### src/rtl/sdram_fsm_if.sv
// Request/status bundle between the SDRAM sequencer and its requester and command encoder.
// master = requester side (drives requests), slave = sequencer side (drives state and strobes).
interface sdram_fsm_if;
  logic        wr_sdram_req;
  logic        rd_sdram_req;
  logic [4:0]  init_st;
  logic [4:0]  work_st;
  logic [15:0] cnt_work;
  logic [2:0]  sys_state;
  logic        init_done;
  logic        wr_data_en;
  logic        rd_data_vld;
  logic        wr_ack;
  logic        rd_ack;

  modport master (
    output wr_sdram_req, rd_sdram_req,
    input  init_st, work_st, cnt_work, sys_state, init_done,
    input  wr_data_en, rd_data_vld, wr_ack, rd_ack
  );

  modport slave (
    input  wr_sdram_req, rd_sdram_req,
    output init_st, work_st, cnt_work, sys_state, init_done,
    output wr_data_en, rd_data_vld, wr_ack, rd_ack
  );
endinterface

### src/rtl/sdram_fsm.sv
// SDRAM sequencer: power-up init, then refresh / read-burst / write-burst arbitration.
// All outputs registered; requests are level-held and only sampled in W_IDLE.
module sdram_fsm #(
  parameter int T200US     = 20000,
  parameter int TRP        = 2,
  parameter int TRFC       = 7,
  parameter int TMRD       = 2,
  parameter int TRCD       = 2,
  parameter int CL         = 3,
  parameter int BURST_LEN  = 512,
  parameter int REF_PERIOD = 1560
) (
  input logic       clk,
  input logic       rst_n,
  sdram_fsm_if.slave bus
);

  typedef enum logic [4:0] {
    I_200US, I_PRE, I_WAIT_PRE,
    I_REF1, I_REF2, I_REF3, I_REF4, I_REF5, I_REF6, I_REF7, I_REF8,
    I_WAIT_RE1, I_WAIT_RE2, I_WAIT_RE3, I_WAIT_RE4,
    I_WAIT_RE5, I_WAIT_RE6, I_WAIT_RE7, I_WAIT_RE8,
    I_MRS, I_WATI_MRS, I_DONE
  } init_st_t;

  typedef enum logic [4:0] {
    W_IDLE, W_ACTIVE, W_TRCD, W_REF, W_RC, W_READ, W_RDDAT, W_CL,
    W_WRITE, W_PRECH, W_TRP, W_BSTOP, W_CHGACT, W_TRPACT
  } work_st_t;

  localparam logic [2:0] SYS_IDLE  = 3'd0;
  localparam logic [2:0] SYS_READ  = 3'd1;
  localparam logic [2:0] SYS_WRITE = 3'd2;
  localparam logic [2:0] SYS_REF   = 3'd3;
  localparam logic [2:0] SYS_INIT  = 3'd4;

  init_st_t    init_st;
  work_st_t    work_st;
  logic [15:0] cnt_work;
  logic [15:0] ref_timer;
  logic [15:0] init_len;
  logic [15:0] work_len;
  logic [2:0]  sys_state;
  logic        init_done;
  logic        wr_data_en;
  logic        rd_data_vld;
  logic        wr_ack;
  logic        rd_ack;
  logic        ref_pend;
  logic        init_last;
  logic        work_last;
  logic        ref_wrap;

  always_comb begin
    init_len = 16'd1;
    case (init_st)
      I_200US:    init_len = 16'(T200US);
      I_WAIT_PRE: init_len = 16'(TRP);
      I_WAIT_RE1, I_WAIT_RE2, I_WAIT_RE3, I_WAIT_RE4,
      I_WAIT_RE5, I_WAIT_RE6, I_WAIT_RE7, I_WAIT_RE8:
                  init_len = 16'(TRFC);
      I_WATI_MRS: init_len = 16'(TMRD);
      default:    ;
    endcase
    work_len = 16'd1;
    case (work_st)
      W_TRCD:           work_len = 16'(TRCD);
      W_RC:             work_len = 16'(TRFC);
      W_CL:             work_len = 16'(CL);
      W_RDDAT, W_WRITE: work_len = 16'(BURST_LEN);
      W_TRP:            work_len = 16'(TRP);
      default:          ;
    endcase
  end

  assign init_last = (cnt_work == init_len - 16'd1);
  assign work_last = (cnt_work == work_len - 16'd1);
  assign ref_wrap  = (ref_timer == 16'(REF_PERIOD - 1));

  always_ff @(posedge clk or negedge rst_n) begin
    if (!rst_n) begin
      init_st     <= I_200US;
      work_st     <= W_IDLE;
      cnt_work    <= '0;
      sys_state   <= SYS_INIT;
      init_done   <= 1'b0;
      wr_data_en  <= 1'b0;
      rd_data_vld <= 1'b0;
      wr_ack      <= 1'b0;
      rd_ack      <= 1'b0;
      ref_timer   <= '0;
      ref_pend    <= 1'b0;
    end else begin
      rd_ack <= 1'b0;
      wr_ack <= 1'b0;
      if (cnt_work != 16'hFFFF)
        cnt_work <= cnt_work + 16'd1;
      // A wrap that lands while a refresh is already pending is absorbed, not queued.
      if (init_done) begin
        ref_timer <= ref_wrap ? '0 : ref_timer + 16'd1;
        if (ref_wrap)
          ref_pend <= 1'b1;
      end

      if (init_st != I_DONE) begin
        if (init_last) begin
          cnt_work <= '0;
          case (init_st)
            I_REF1, I_REF2, I_REF3, I_REF4, I_REF5, I_REF6, I_REF7, I_REF8:
              init_st <= init_st_t'(init_st + 5'd8);
            I_WAIT_RE1, I_WAIT_RE2, I_WAIT_RE3, I_WAIT_RE4,
            I_WAIT_RE5, I_WAIT_RE6, I_WAIT_RE7:
              init_st <= init_st_t'(init_st - 5'd7);
            I_WATI_MRS: begin
              init_st   <= I_DONE;
              init_done <= 1'b1;
              sys_state <= SYS_IDLE;
            end
            default:
              init_st <= init_st_t'(init_st + 5'd1);
          endcase
        end
      end else if (work_st == W_IDLE) begin
        if (ref_pend) begin
          work_st   <= W_REF;
          sys_state <= SYS_REF;
          ref_pend  <= 1'b0;
          cnt_work  <= '0;
        end else if (bus.rd_sdram_req) begin
          work_st   <= W_ACTIVE;
          sys_state <= SYS_READ;
          cnt_work  <= '0;
        end else if (bus.wr_sdram_req) begin
          work_st   <= W_ACTIVE;
          sys_state <= SYS_WRITE;
          cnt_work  <= '0;
        end
      end else if (work_last) begin
        cnt_work <= '0;
        case (work_st)
          W_REF:    work_st <= W_RC;
          W_ACTIVE: work_st <= W_TRCD;
          W_TRCD: begin
            // sys_state doubles as the remembered transaction type.
            if (sys_state == SYS_READ) begin
              work_st <= W_READ;
            end else begin
              work_st    <= W_WRITE;
              wr_data_en <= 1'b1;
            end
          end
          W_READ:   work_st <= W_CL;
          W_CL: begin
            work_st     <= W_RDDAT;
            rd_data_vld <= 1'b1;
          end
          W_RDDAT: begin
            work_st     <= W_PRECH;
            rd_data_vld <= 1'b0;
          end
          W_WRITE: begin
            work_st    <= W_BSTOP;
            wr_data_en <= 1'b0;
          end
          W_BSTOP:  work_st <= W_PRECH;
          W_PRECH:  work_st <= W_TRP;
          W_TRP: begin
            work_st   <= W_IDLE;
            rd_ack    <= (sys_state == SYS_READ);
            wr_ack    <= (sys_state == SYS_WRITE);
            sys_state <= SYS_IDLE;
          end
          default: begin
            work_st   <= W_IDLE;
            sys_state <= SYS_IDLE;
          end
        endcase
      end
    end
  end

  assign bus.init_st     = init_st;
  assign bus.work_st     = work_st;
  assign bus.cnt_work    = cnt_work;
  assign bus.sys_state   = sys_state;
  assign bus.init_done   = init_done;
  assign bus.wr_data_en  = wr_data_en;
  assign bus.rd_data_vld = rd_data_vld;
  assign bus.wr_ack      = wr_ack;
  assign bus.rd_ack      = rd_ack;

endmodule

### src/flat_wrapper.sv
// flat-port wrapper written by rule: the top's interface ports become plain ports
module sdram_fsm_flat 
#(
  parameter int T200US     = 20000,
  parameter int TRP        = 2,
  parameter int TRFC       = 7,
  parameter int TMRD       = 2,
  parameter int TRCD       = 2,
  parameter int CL         = 3,
  parameter int BURST_LEN  = 512,
  parameter int REF_PERIOD = 1560
)
  (clk, rst_n, bus_wr_sdram_req, bus_rd_sdram_req, bus_init_st, bus_work_st, bus_cnt_work, bus_sys_state, bus_init_done, bus_wr_data_en, bus_rd_data_vld, bus_wr_ack, bus_rd_ack);
  sdram_fsm_if bus_i ();
  input logic clk;
  input logic rst_n;
  input wire logic [$bits(bus_i.wr_sdram_req)-1:0] bus_wr_sdram_req;
  input wire logic [$bits(bus_i.rd_sdram_req)-1:0] bus_rd_sdram_req;
  output wire logic [$bits(bus_i.init_st)-1:0] bus_init_st;
  output wire logic [$bits(bus_i.work_st)-1:0] bus_work_st;
  output wire logic [$bits(bus_i.cnt_work)-1:0] bus_cnt_work;
  output wire logic [$bits(bus_i.sys_state)-1:0] bus_sys_state;
  output wire logic [$bits(bus_i.init_done)-1:0] bus_init_done;
  output wire logic [$bits(bus_i.wr_data_en)-1:0] bus_wr_data_en;
  output wire logic [$bits(bus_i.rd_data_vld)-1:0] bus_rd_data_vld;
  output wire logic [$bits(bus_i.wr_ack)-1:0] bus_wr_ack;
  output wire logic [$bits(bus_i.rd_ack)-1:0] bus_rd_ack;
  assign bus_i.wr_sdram_req = bus_wr_sdram_req;
  assign bus_i.rd_sdram_req = bus_rd_sdram_req;
  assign bus_init_st = bus_i.init_st;
  assign bus_work_st = bus_i.work_st;
  assign bus_cnt_work = bus_i.cnt_work;
  assign bus_sys_state = bus_i.sys_state;
  assign bus_init_done = bus_i.init_done;
  assign bus_wr_data_en = bus_i.wr_data_en;
  assign bus_rd_data_vld = bus_i.rd_data_vld;
  assign bus_wr_ack = bus_i.wr_ack;
  assign bus_rd_ack = bus_i.rd_ack;
  sdram_fsm #(.T200US(T200US), .TRP(TRP), .TRFC(TRFC), .TMRD(TMRD), .TRCD(TRCD), .CL(CL), .BURST_LEN(BURST_LEN), .REF_PERIOD(REF_PERIOD)) u_core (.clk(clk), .rst_n(rst_n), .bus(bus_i));
endmodule
### config.mk
export PLATFORM = sky130hd
export DESIGN_NAME = sdram_fsm_flat
export DESIGN_NICKNAME = d
export VERILOG_FILES = /design/src/rtl/sdram_fsm_if.sv /design/src/rtl/sdram_fsm.sv /design/src/flat_wrapper.sv
export SDC_FILE = /design/constraint.sdc
export NUM_CORES = 1
export LEC_CHECK = 0
export BUFFER_PORTS_ARGS = -buffer_cell sky130_fd_sc_hd__buf_2
export CORE_UTILIZATION = 28
export CTS_BUF_LIST = sky130_fd_sc_hd__clkbuf_16
export DETAILED_ROUTE_END_ITERATION = 8
export GPL_ROUTABILITY_DRIVEN = 0
export HOLD_SLACK_MARGIN = 0.15
export SLEW_MARGIN = 25
export SYNTH_ARGS = -nofsm -noshare
export SYNTH_HDL_FRONTEND = slang
export SYNTH_SLANG_ARGS = --single-unit
### constraint.sdc
create_clock -name clk -period 7.55 [get_ports clk]
set_clock_uncertainty 0.05 [all_clocks]
set_input_delay 1.1325 -clock clk [delete_from_list [all_inputs] [get_ports clk]]
set_output_delay 1.1325 -clock clk [all_outputs]
set_load 0.01 [all_outputs]
==> summary.txt, run 1 <==
================================================================================
Run status                                                          finished clean
Filler Cells Inserted                                                      1,205
Post-synthesis share of cell area spent on xor and xnor gates              6.96%
Relative slew slack                                                        52.6%
Number of instances in the synthesized netlist                               368
Initial antenna violation count                                                0
Average footprint of a synthesized cell                                 8.89 um2
CTS sink cnt                                                                  50
Number of detailed-routing iterations run before antenna repair                4
Insertion delay of the later-clocked pin in the worst-skew pair           290 ps
Worst supply voltage drop on vdd                                         83.7 uV
FMAX                                                                   0.257 GHz
Kind of end point of the critical path                                      flop
Crit path max-delay cell type                                            dfrtp_1
Share of power burned in registers                                         52.9%
Ys flop type                                                             dfrtp_1
Required time reported for the critical path endpoint                    7660 ps
Number of global-route vias before repair                                  2,558
Cell taking the most area after synthesis                                dfrtp_1
Clock power frac                                                           39.0%
Hold Path Class                                                          reg2reg
Final instance area                                                     3690 um2
Number of diodes                                                               0
Layout Utilization                                                         32.3%
Gr usage total                                                             13.1%
Total net switching power                                                 141 uW
Total CTS buffers                                                              5
Fraction of synthesized cell area taken by the top area cell type          37.5%
CTS tree                                                                    done
Share of cells above drive strength 1                                      14.2%
First-pass GRT wire length                                             12,500 um
Antenna violation net count after detailed routing                             0
Async set-reset flop share out of synthesis                                 100%
Most frequent cell on the critical path                                     ha_1
Simple-Gate Fraction of Synth Area                                         29.6%
Share of power burned in combinational logic                                8.2%
Starting DRT DRC Count                                                       160
Min Clock Period, post-route                                             3880 ps
Mux share of post-synthesis cell area                                      3.25%
Post-CTS setup buffers                                                         0
Die Area                                                              12,100 um2
Die span in x                                                             110 um
Sequential-to-total area share from yosys stat                             38.3%
Largest family of logic cells by synthesized area                   simple AND/OR/NAND/NOR gates
Via density                                                                 5.16
Pin count of the biggest net entering global routing                          51
Critical-path maximum fanout                                                  20
Arr. time, crit path                                                     3990 ps
Critical Path, Cell by Cell                                         and2b_1 > nand2_1 > o21ai_0 > a21boi_0 > ha_1 > ha_1 > xnor2_1 > or3_1 > a2111oi_1 > a41o_1 > nand2b_1 > nor2_1
Congestion Overflow GR                                                         0
Post-DR wirelength/cell                                                  14.3 um
Post-CTS Resized                                                               0
Critical path startpoint category                                           flop
Dpl cell area                                                           3540 um2
Overall via count from detail_route                                        2,772
Adder-cell area share of the yosys netlist                                 3.82%
Maximum level of the CTS H-tree                                                2
Internal cell power                                                       418 uW
Source of the critical timing path                                  u_core.bus.work_st[2]$_DFFE_PN0P_
Final Net Count                                                              407
Quantity of I/O buffers inserted on ports                                     36
Synthesized area                                                        3270 um2
Setup slack on the worst flop-to-flop path                               3670 ps
Total power density per cell area                                     152 nW/um2
Setup TNS after final layout                                                0 ps
Worst Tran Pin Value                                                      710 ps
Final setup fails                                                              0
Critical R2R Launch                                                 u_core.bus.work_st[2]$_DFFE_PN0P_
Post-synth EDFFs                                                               0
Total of hold buffers inserted after clock tree synthesis                      0
HPWL Detailed                                                            5550 um
Syn Nets                                                                     382
Crit-path leading delay family                                      simple AND/OR/NAND/NOR gates
Final hold violation count                                                     0
Die height                                                                110 um
Synth warnings                                                                 0
Standard-cell rows                                                            39
Bufs on Longest Clock Path                                                     2
Library cells used by synthesis                                               64
Biggest cell delay along the critical path                                700 ps
Maximum Capacitance Violations                                                 0
Unrepaired setup endpoints after global routing                            false
Worst hold start                                                    u_core.ref_timer[15]$_DFFE_PN0P_
Detailed-route DRC error count                                                 0
Initial Utilization                                                        28.7%
Area fraction in compound gates after synthesis                            13.8%
Cell chosen for the clock root                                         clkbuf_16
Type of the worst setup path                                             reg2reg
Crit path buffers/inverters                                                    0
Leading post-synthesis cells by cell area                           dfrtp_1 (37%), xnor2_1 (4.8%), nor2_1 (4.6%)
Core Footprint                                                        11,400 um2
Final cycle utilization of the critical path                               51.4%
Highest-count cells in the layout ignoring fill and taps            dfrtp_1 (49), nor2_1 (40), buf_2 (36)
I/O pin count                                                                 38
Leakage power of the design                                           0.00157 uW
P&R area growth vs syn                                                     12.7%
Flop and latch count out of synthesis                                         50
Wire length reported by the detailed router                              7690 um
Final Slew Violations                                                          0
Sum of internal, switching and leakage power                              559 uW
Switching Share                                                            25.2%
Most common library cell in the layout ignoring fill and taps            dfrtp_1
Clock transition at the registers of the reported paths                    60 ps
================================================================================
==> cell usage after synthesis, types with 5 or more instances <==
library cell,count
a21oi_1,7
and2_1,5
and3_1,8
clkbuf_1,12
dfrtp_1,49
ha_1,10
inv_1,11
mux2_2,5
mux2i_1,5
nand2_1,30
nand2b_1,7
nand3_1,24
nor2_1,40
nor2b_1,7
nor3_1,10
nor3b_1,5
nor4_1,6
nor4b_1,5
o21ai_0,18
o22ai_1,5
xnor2_1,18
xor2_1,8
==> cell families after synthesis <==
group | after synthesis
simple gates | 177
compound gates | 64
flops | 50
buf+inv | 30
xor+xnor | 26
fa+ha+maj | 10
mux | 10
other cells | 1
==> per-layer routing <==
layer / wire, um / GRT usage, % / part of all wire [%] / up-vias
met5: 0 / 0 / 0 / -
met4: 47 / 4.04 / 0.61 / 0
met3: 310 / 2.35 / 4.0 / 4
met2: 3730 / 21.8 / 49 / 53
met1: 3590 / 17.3 / 47 / 1336
li1: - / - / - / 1379
==> stage by stage <==
stage,std cells,hold slack [ps],setup WS (ps)
2_1_floorplan,368,396,4400
3_3_place_gp,529,424,3860
3_5_place_dp,529,419,3690
4_1_cts,537,440,3680
5_1_grt,537,466,3370
6_report,537,441,3670
==> state kept, by name, summed over array words and instances, names as in the netlist <==
name and cells:
u_core.ref_pend 1, u_core.bus.sys_state 3, u_core.bus.init_st 5, u_core.bus.rd_data_vld 1
u_core.bus.wr_ack 1, u_core.ref_timer 16, u_core.bus.cnt_work 16, u_core.bus.init_done 1
u_core.bus.work_st 4, u_core.bus.rd_ack 1, u_core.bus.wr_data_en 1
==> area by class of cell <==
class                   count  area, um2  area share [%]
clock buffers               5        125            3.39
clock inverters             3       18.8           0.509
inverters                  11       41.3            1.12
multi-input cells         288       1880            51.1
flip-flops and latches     50       1250            34.0
well taps                 143        179            4.85
repair buffers             37        188            5.09
==> worst register-to-register path, cell delays in order (launching register included) <==
cell	delay [ps]
dfrtp_1	700
and2b_1	250
nand2_1	90
o21ai_0	100
a21boi_0	110
ha_1	240
ha_1	290
xnor2_1	120
or3_1	370
a2111oi_1	440
a41o_1	460
nand2b_1	430
nor2_1	100
==> power groups by stage <==
stage	logic (uW)	clock network (uW)	registers (uW)
global route	50.8	236	297
detailed placement	46.5	0	301
CTS	46.9	227	296
finish	45.6	218	296
floorplan	26.3	0	297
global placement	45.1	0	302
==> final timing paths <==
path,end,cells after the start
max,u_core.bus.cnt_work[10]$_DFF_PN0_,12
min,u_core.ref_timer[15]$_DFFE_PN0P_,1
max reg2reg,u_core.bus.cnt_work[10]$_DFF_PN0_,12
min reg2reg,u_core.ref_timer[15]$_DFFE_PN0P_,1
max in group asynchronous,u_core.ref_timer[15]$_DFFE_PN0P_,2
min in group asynchronous,u_core.bus.cnt_work[0]$_DFF_PN0_,2
Note: power is estimated with default switching activity, not from simulation.
==> run 2: changes to the inputs <==
--- a/config.mk
+++ b/config.mk
@@ -5,6 +5,7 @@
 export SDC_FILE = /design/constraint.sdc
 export NUM_CORES = 1
 export LEC_CHECK = 0
+export ABC_AREA = 1
 export BUFFER_PORTS_ARGS = -buffer_cell sky130_fd_sc_hd__buf_2
 export CORE_UTILIZATION = 28
 export CTS_BUF_LIST = sky130_fd_sc_hd__clkbuf_16
==> constraint.sdc (replaced) <==
create_clock -name clk -period 4 [get_ports clk]
set_clock_uncertainty 0.05 [all_clocks]
set_input_delay 0.6 -clock clk [delete_from_list [all_inputs] [get_ports clk]]
set_output_delay 0.6 -clock clk [all_outputs]
set_load 0.01 [all_outputs]
==> run 2 against run 1 <==
Sequential power grew 71%. Die area increased by 6.9%. Highest routed layer unchanged. Final cell count increased by 29%. Clock power grew 91%. Largest power group unchanged. Fmax increased by 38%.
==> summary.txt, run 2 <==
================================================================================
Standard-cell rows                                                            40
Regs by FF count                                                    u_core.bus.cnt_work (16), u_core.ref_timer (16), u_core.bus.init_st (5)
Share of cells above drive strength 1                                      18.0%
Relative slew slack                                                        59.6%
Number of detailed-routing iterations run before antenna repair                4
Hold Path Class                                                         in2async
Pin count of the biggest net entering global routing                          27
Insertion delay of the later-clocked pin in the worst-skew pair           290 ps
Unrepaired setup endpoints after global routing                            false
First-pass GRT wire length                                             13,900 um
Critical-path maximum fanout                                                  19
Worst Tran Pin Value                                                      601 ps
Filler-free cell count of the finished design                                695
Ys flop type                                                             dfrtp_1
FMAX                                                                   0.356 GHz
Final Net Count                                                              540
Initial Utilization                                                        28.9%
Wire length reported by the detailed router                              8190 um
Initial antenna violation count                                                0
Run status                                                          finished clean
Biggest cell delay along the critical path                                460 ps
Flop and latch count out of synthesis                                         50
Gr usage total                                                             13.5%
Number of global-route vias before repair                                  3,019
Final setup fails                                                              0
Final instance area                                                     3990 um2
Core Footprint                                                        12,100 um2
Maximum Capacitance Violations                                                 0
Final cycle utilization of the critical path                               70.2%
Final hold violation count                                                     0
Post-CTS setup buffers                                                         0
Count of placed standard cells including taps                                687
Most frequent cell on the critical path                                  nand2_1
Setup slack on the worst flop-to-flop path                               1190 ps
Total power density per cell area                                     234 nW/um2
Synth warnings                                                                 0
Worst reg2reg path depth                                                      21
Post-synth EDFFs                                                               0
Sum of internal, switching and leakage power                              936 uW
Dpl cell area                                                           3850 um2
Total of hold buffers inserted after clock tree synthesis                      0
Crit path max-delay cell type                                            dfrtp_1
Synthesized area                                                        3500 um2
Starting DRT DRC Count                                                       166
Bufs on Longest Clock Path                                                     2
Total CTS buffers                                                              5
Number of diodes                                                               0
Highest-count cells in the layout ignoring fill and taps            nand2_1 (109), inv_1 (71), nor2_1 (54)
Required time reported for the critical path endpoint                    4140 ps
Die span in x                                                             114 um
Sequential-to-total area share from yosys stat                             35.8%
Arr. time, crit path                                                     2940 ps
Most numerous cell in the Yosys netlist                                  nand2_1
Overall via count from detail_route                                        3,169
Async set-reset flop share out of synthesis                                 100%
Post-DR wirelength/cell                                                  11.8 um
HPWL Detailed                                                            6450 um
Post-CTS Resized                                                               0
Syn Nets                                                                     501
Die Area                                                              13,000 um2
Quantity of I/O buffers inserted on ports                                     36
Leading post-synthesis cells by cell area                           dfrtp_1 (35%), nand2_1 (12%), inv_1 (7.6%)
Critical Path, Cell by Cell                                         inv_2 > nand2_2 > inv_1 > nand2_1 > nand3_2 > ha_1 > ha_1 > nand2_1 > o21ai_0 > nor2_1 > nand2_1 > nor2_1 > nand2_1 > nor2_2 > nand3_2 > nand2_2 > inv_4 > nand2_8 > nand2_1 > nand2_1 > nand2_1
Library cells used by synthesis                                               46
Layout Utilization                                                         33.0%
Cell chosen for the clock root                                         clkbuf_16
Detailed-route DRC error count                                                 0
Type of the worst setup path                                             reg2reg
Worst supply voltage drop on vdd                                          134 uV
CTS tree                                                                    done
Final Slew Violations                                                          0
I/O pin count                                                                 38
Setup TNS after final layout                                                0 ps
Die height                                                                114 um
P&R area growth vs syn                                                     14.0%
Critical path startpoint category                                           flop
Antenna violation net count after detailed routing                             0
Fraction of synthesized cell area taken by the top area cell type          35.0%
Leakage power of the design                                           0.00202 uW
Via density                                                                 4.56
Most common library cell in the layout ignoring fill and taps            nand2_1
CTS sink cnt                                                                  50
Cell taking the most area after synthesis                                dfrtp_1
Average footprint of a synthesized cell                                 7.19 um2
Post-synth top cells                                                nand2_1 (109), inv_1 (71), nor2_1 (54)
Congestion Overflow GR                                                         0
Clock transition at the registers of the reported paths                    70 ps
Number of instances in the synthesized netlist                               487
Kind of end point of the critical path                                      flop
Maximum level of the CTS H-tree                                                2
Min Clock Period, post-route                                             2810 ps
================================================================================
[run 2: changes by cell type after synthesis, sizes merged, moves of 7 or more]
cell / change
inv: +71
nand2b: -7
xnor2: -15
o21ai: +14
a21oi: +9
nand3: +19
nor2b: -7
and3: -8
clkbuf: -11
nand2: +88
nor2: +33
[run 2: routing by layer]
| metal | track usage, % | up-vias | part of all wire (%) |
|---|---|---|---|
| met1 | 17.9 | 1467 | 50 |
| met4 | 3.72 | 0 | 1.1 |
| met2 | 22.2 | 56 | 46 |
| met5 | 0 | - | 0 |
| li1 | - | 1640 | - |
| met3 | 2.71 | 6 | 3.7 |
[run 2: final timing paths]
path / startpoint / to
worst max-delay path: u_core.bus.work_st[2]$_DFFE_PN0P_ / u_core.bus.sys_state[1]$_DFFE_PN0P_
worst min-delay path: rst_n / u_core.ref_timer[14]$_DFFE_PN0P_
worst max register to register: u_core.bus.work_st[2]$_DFFE_PN0P_ / u_core.bus.sys_state[1]$_DFFE_PN0P_
worst min register to register: u_core.ref_timer[13]$_DFFE_PN0P_ / u_core.ref_timer[13]$_DFFE_PN0P_
max in group asynchronous: rst_n / u_core.bus.sys_state[2]$_DFFE_PN1P_
min in group clk: u_core.ref_timer[13]$_DFFE_PN0P_ / u_core.ref_timer[13]$_DFFE_PN0P_
[run 2: area by class of cell]
cell class              instances  area, um2
well taps                     168        210
inverters                      82        310
flip-flops and latches         50       1250
fillers                      1327       8120
clock buffers                   5        125
clock inverters                 3       16.3
repair buffers                 37        188
multi-input cells             350       1890
[run 2: stage by stage]
| stage | hold slack (ps) | setup slack (ps) |
|---|---|---|
| after detailed placement | 437 | 1180 |
| after global placement | 435 | 1260 |
| final | 254 | 1190 |
| after floorplan | 254 | 1450 |
| after CTS | 279 | 1170 |
| after global routing | 308 | 767 |
[run 2: kinds of logic (layout without fill, tap and decap cells)]
| kind of cell | after synthesis | after routing | share of synthesized area [%] |
|---|---|---|---|
| buf+inv | 87 | 127 | 10.3 |
| flops | 50 | 50 | 35.8 |
| compound gates | 62 | 62 | 9.93 |
| xor+xnor | 12 | 12 | 3.00 |
| fa+ha+maj | 10 | 10 | 3.57 |
| other cells | 1 | 1 | 0.107 |
| simple gates | 265 | 265 | 37.4 |
[run 2: report_power, final]
group | leakage (uW) | total [uW] | switching [uW] | internal, uW
clock network | 0.0000672 | 417 | 188 | 229
logic | 0.00128 | 13.2 | 11.2 | 1.99
registers | 0.000670 | 505 | 0 | 505
[run 2: worst max-delay path, delay by kind of cell (launching register included)]
kind / cells / cell delay [ps]
buffers and inverters: 3 / 220
DFF: 1 / 460
AOI/OAI and AO/OA: 1 / 70
adders and majority gates: 2 / 510
and+or+nand+nor: 15 / 1390
==> run 3: changes to the inputs <==
--- a/config.mk
+++ b/config.mk
@@ -5,7 +5,7 @@
 export SDC_FILE = /design/constraint.sdc
 export NUM_CORES = 1
 export LEC_CHECK = 0
-export ABC_AREA = 1
+export ABC_AREA = 0
 export BUFFER_PORTS_ARGS = -buffer_cell sky130_fd_sc_hd__buf_2
 export CORE_UTILIZATION = 28
 export CTS_BUF_LIST = sky130_fd_sc_hd__clkbuf_16
==> constraint.sdc (replaced) <==
create_clock -name clk -period 2.53 [get_ports clk]
set_clock_uncertainty 0.05 [all_clocks]
set_input_delay 0.3795 -clock clk [delete_from_list [all_inputs] [get_ports clk]]
set_output_delay 0.3795 -clock clk [all_outputs]
set_load 0.01 [all_outputs]
==> run 3 against run 2 <==
Register-to-register slack worse by 1600 ps. Clock power up 62%. Non-clock buffer count up 70. Die area down 6.5%. The run now ends with negative setup slack left. Routed wire length up 11%. Sequential share of layout area down 3.6 points. Fmax down 5.5%. Via count down 1.4%. Core utilization up 6.7 points.
==> summary.txt, run 3 (same netlist as run 1, synthesis figures left out) <==
==============================================================================
Run status                                                        finished, violations left
Violations in the final reports                                   negative setup slack
Final cycle utilization of the critical path                              117%
Highest-count cells in the layout ignoring fill and taps          buf_4 (64), dfrtp_1 (46), buf_2 (36)
Final Hold Slack                                                        328 ps
Worst Setup Slack post-DPL                                             -425 ps
Initial Utilization                                                      28.7%
Filler-free cell count of the finished design                              608
Bufs on Longest Clock Path                                                   2
Area occupied by registers                                            1260 um2
Filler Cells Inserted                                                    1,164
Setup TNS after final layout                                        -10,840 ps
Area of combinational cells with multiple inputs                      2160 um2
Die Area                                                            12,100 um2
Number of global-route vias before repair                                3,045
FMAX                                                                 0.337 GHz
Worst Tran Pin Value                                                    638 ps
Standard-cell rows                                                          39
Min setup slack post-route                                             -441 ps
Kind of end point of the critical path                                    flop
HPWL Detailed                                                          6720 um
Type of the worst setup path                                           reg2reg
First-pass GRT wire length                                           14,700 um
Total CTS buffers                                                            5
Gr usage total                                                           15.5%
Insertion delay of the later-clocked pin in the worst-skew pair         290 ps
Overall via count from detail_route                                      3,126
Crit-path leading delay family                                    simple AND/OR/NAND/NOR gates
Crit path max-delay cell type                                          dfrtp_1
Quantity of I/O buffers inserted on ports                                   36
Sum of internal, switching and leakage power                           1760 uW
Relative slew slack                                                      57.5%
Worst supply voltage drop on vdd                                        225 uV
Detailed-route DRC error count                                               0
Pin count of the biggest net entering global routing                        27
Via density                                                               5.14
P&R area growth vs syn                                                   38.3%
Core Footprint                                                      11,400 um2
Share of cells above drive strength 1                                    34.8%
Total power density per cell area                                   390 nW/um2
Maximum Capacitance Violations                                               0
Clock transition at the registers of the reported paths                  70 ps
Final Net Count                                                            478
Die height                                                              110 um
Cell depth of the worst setup path                                          13
Critical path startpoint category                                         flop
I/O pin count                                                               38
Final setup fails                                                           33
Initial antenna violation count                                              0
Hold Path Class                                                         in2reg
Number of detailed-routing iterations run before antenna repair              4
Final Slew Violations                                                        0
Antenna violation net count after detailed routing                           0
Min Clock Period, post-route                                           2970 ps
Crit path buffers/inverters                                                  1
Most common library cell in the layout ignoring fill and taps            buf_4
Final hold violation count                                                   0
CTS tree                                                                  done
Biggest cell delay along the critical path                              370 ps
Arr. time, crit path                                                   3100 ps
Maximum level of the CTS H-tree                                              2
Critical Path, Cell by Cell                                       and2b_1 > nand2_1 > o21ai_1 > a21boi_1 > ha_2 > ha_4 > xnor2_1 > or3_4 > a2111oi_4 > buf_4 > a41o_4 > nand2b_4 > a21oi_2
Starting DRT DRC Count                                                     189
Number of diodes                                                             0
CTS sink cnt                                                                50
Wire length reported by the detailed router                            9080 um
Critical-path maximum fanout                                                 6
Die span in x                                                           110 um
Regs by FF count                                                  u_core.bus.cnt_work (16), u_core.ref_timer (16), u_core.bus.init_st (5)
Worst reg2reg path depth                                                    13
Unrepaired setup endpoints after global routing                           true
Leakage power of the design                                         0.00195 uW
Post-DR wirelength/cell                                                14.9 um
Depth of the worst hold-timing path                                          3
Cell chosen for the clock root                                       clkbuf_16
Required time reported for the critical path endpoint                  2660 ps
Count of placed standard cells including taps                              588
Congestion Overflow GR                                                       0
==============================================================================
run 3: what timing repair did:
action                     4_1_cts  5_1_grt
hold buffers                     1        0
resized for setup               17       24
pin swaps                       10       17
cloned                           0        1
setup endpoints to repair       33       33
buffers inserted                 6        6
hold endpoints to repair        23        0
run 3: worst min-delay path: stages:
cell     delay, ps
buf_2           90
o21ai_0         70
o21ai_1         80
run 3: area by class of cell:
type | instances | share of cell area (%)
clock buffers | 5 | 2.76
clock inverters | 3 | 0.470
repair buffers | 107 | 16.5
inverters | 11 | 0.912
multi-input cells | 289 | 47.6
well taps | 143 | 3.95
flip-flops and latches | 50 | 27.8
run 3: metal layers:
layer	global-route usage [%]	part of all wire, %
met3	2.65	2.8
met2	27.1	51
met5	0	0
met4	5.55	2.1
met1	19.1	44
run 3: where the power goes:
part           leakage, uW  internal (uW)  total (uW)  switching, uW
Sequential        0.000660            824         866           42.2
Clock            0.0000714            367         674            307
Combinational      0.00122            101         224            123
run 3: worst paths after layout:
| kind | slack [ps] | startpoint | endpoint |
|---|---|---|---|
| max | -440 | u_core.bus.work_st[3]$_DFFE_PN0P_ | u_core.bus.cnt_work[1]$_DFF_PN0_ |
| min | 330 | bus_rd_sdram_req | u_core.bus.sys_state[0]$_DFFE_PN0P_ |
| max reg2reg | -440 | u_core.bus.work_st[3]$_DFFE_PN0P_ | u_core.bus.cnt_work[1]$_DFF_PN0_ |
| min reg2reg | 440 | u_core.ref_timer[15]$_DFFE_PN0P_ | u_core.ref_timer[15]$_DFFE_PN0P_ |
| max in group asynchronous | 1190 | rst_n | u_core.bus.work_st[0]$_DFFE_PN0P_ |
| min in group asynchronous | 590 | rst_n | u_core.bus.cnt_work[15]$_DFF_PN0_ |
run 3: through the flow:
step                util, %  cell area [um2]
detailed placement     35.9             4100
floorplan                 -             3360
CTS                    38.2             4360
finish                 39.6             4530
global route           39.6             4530
global placement       35.9             4100
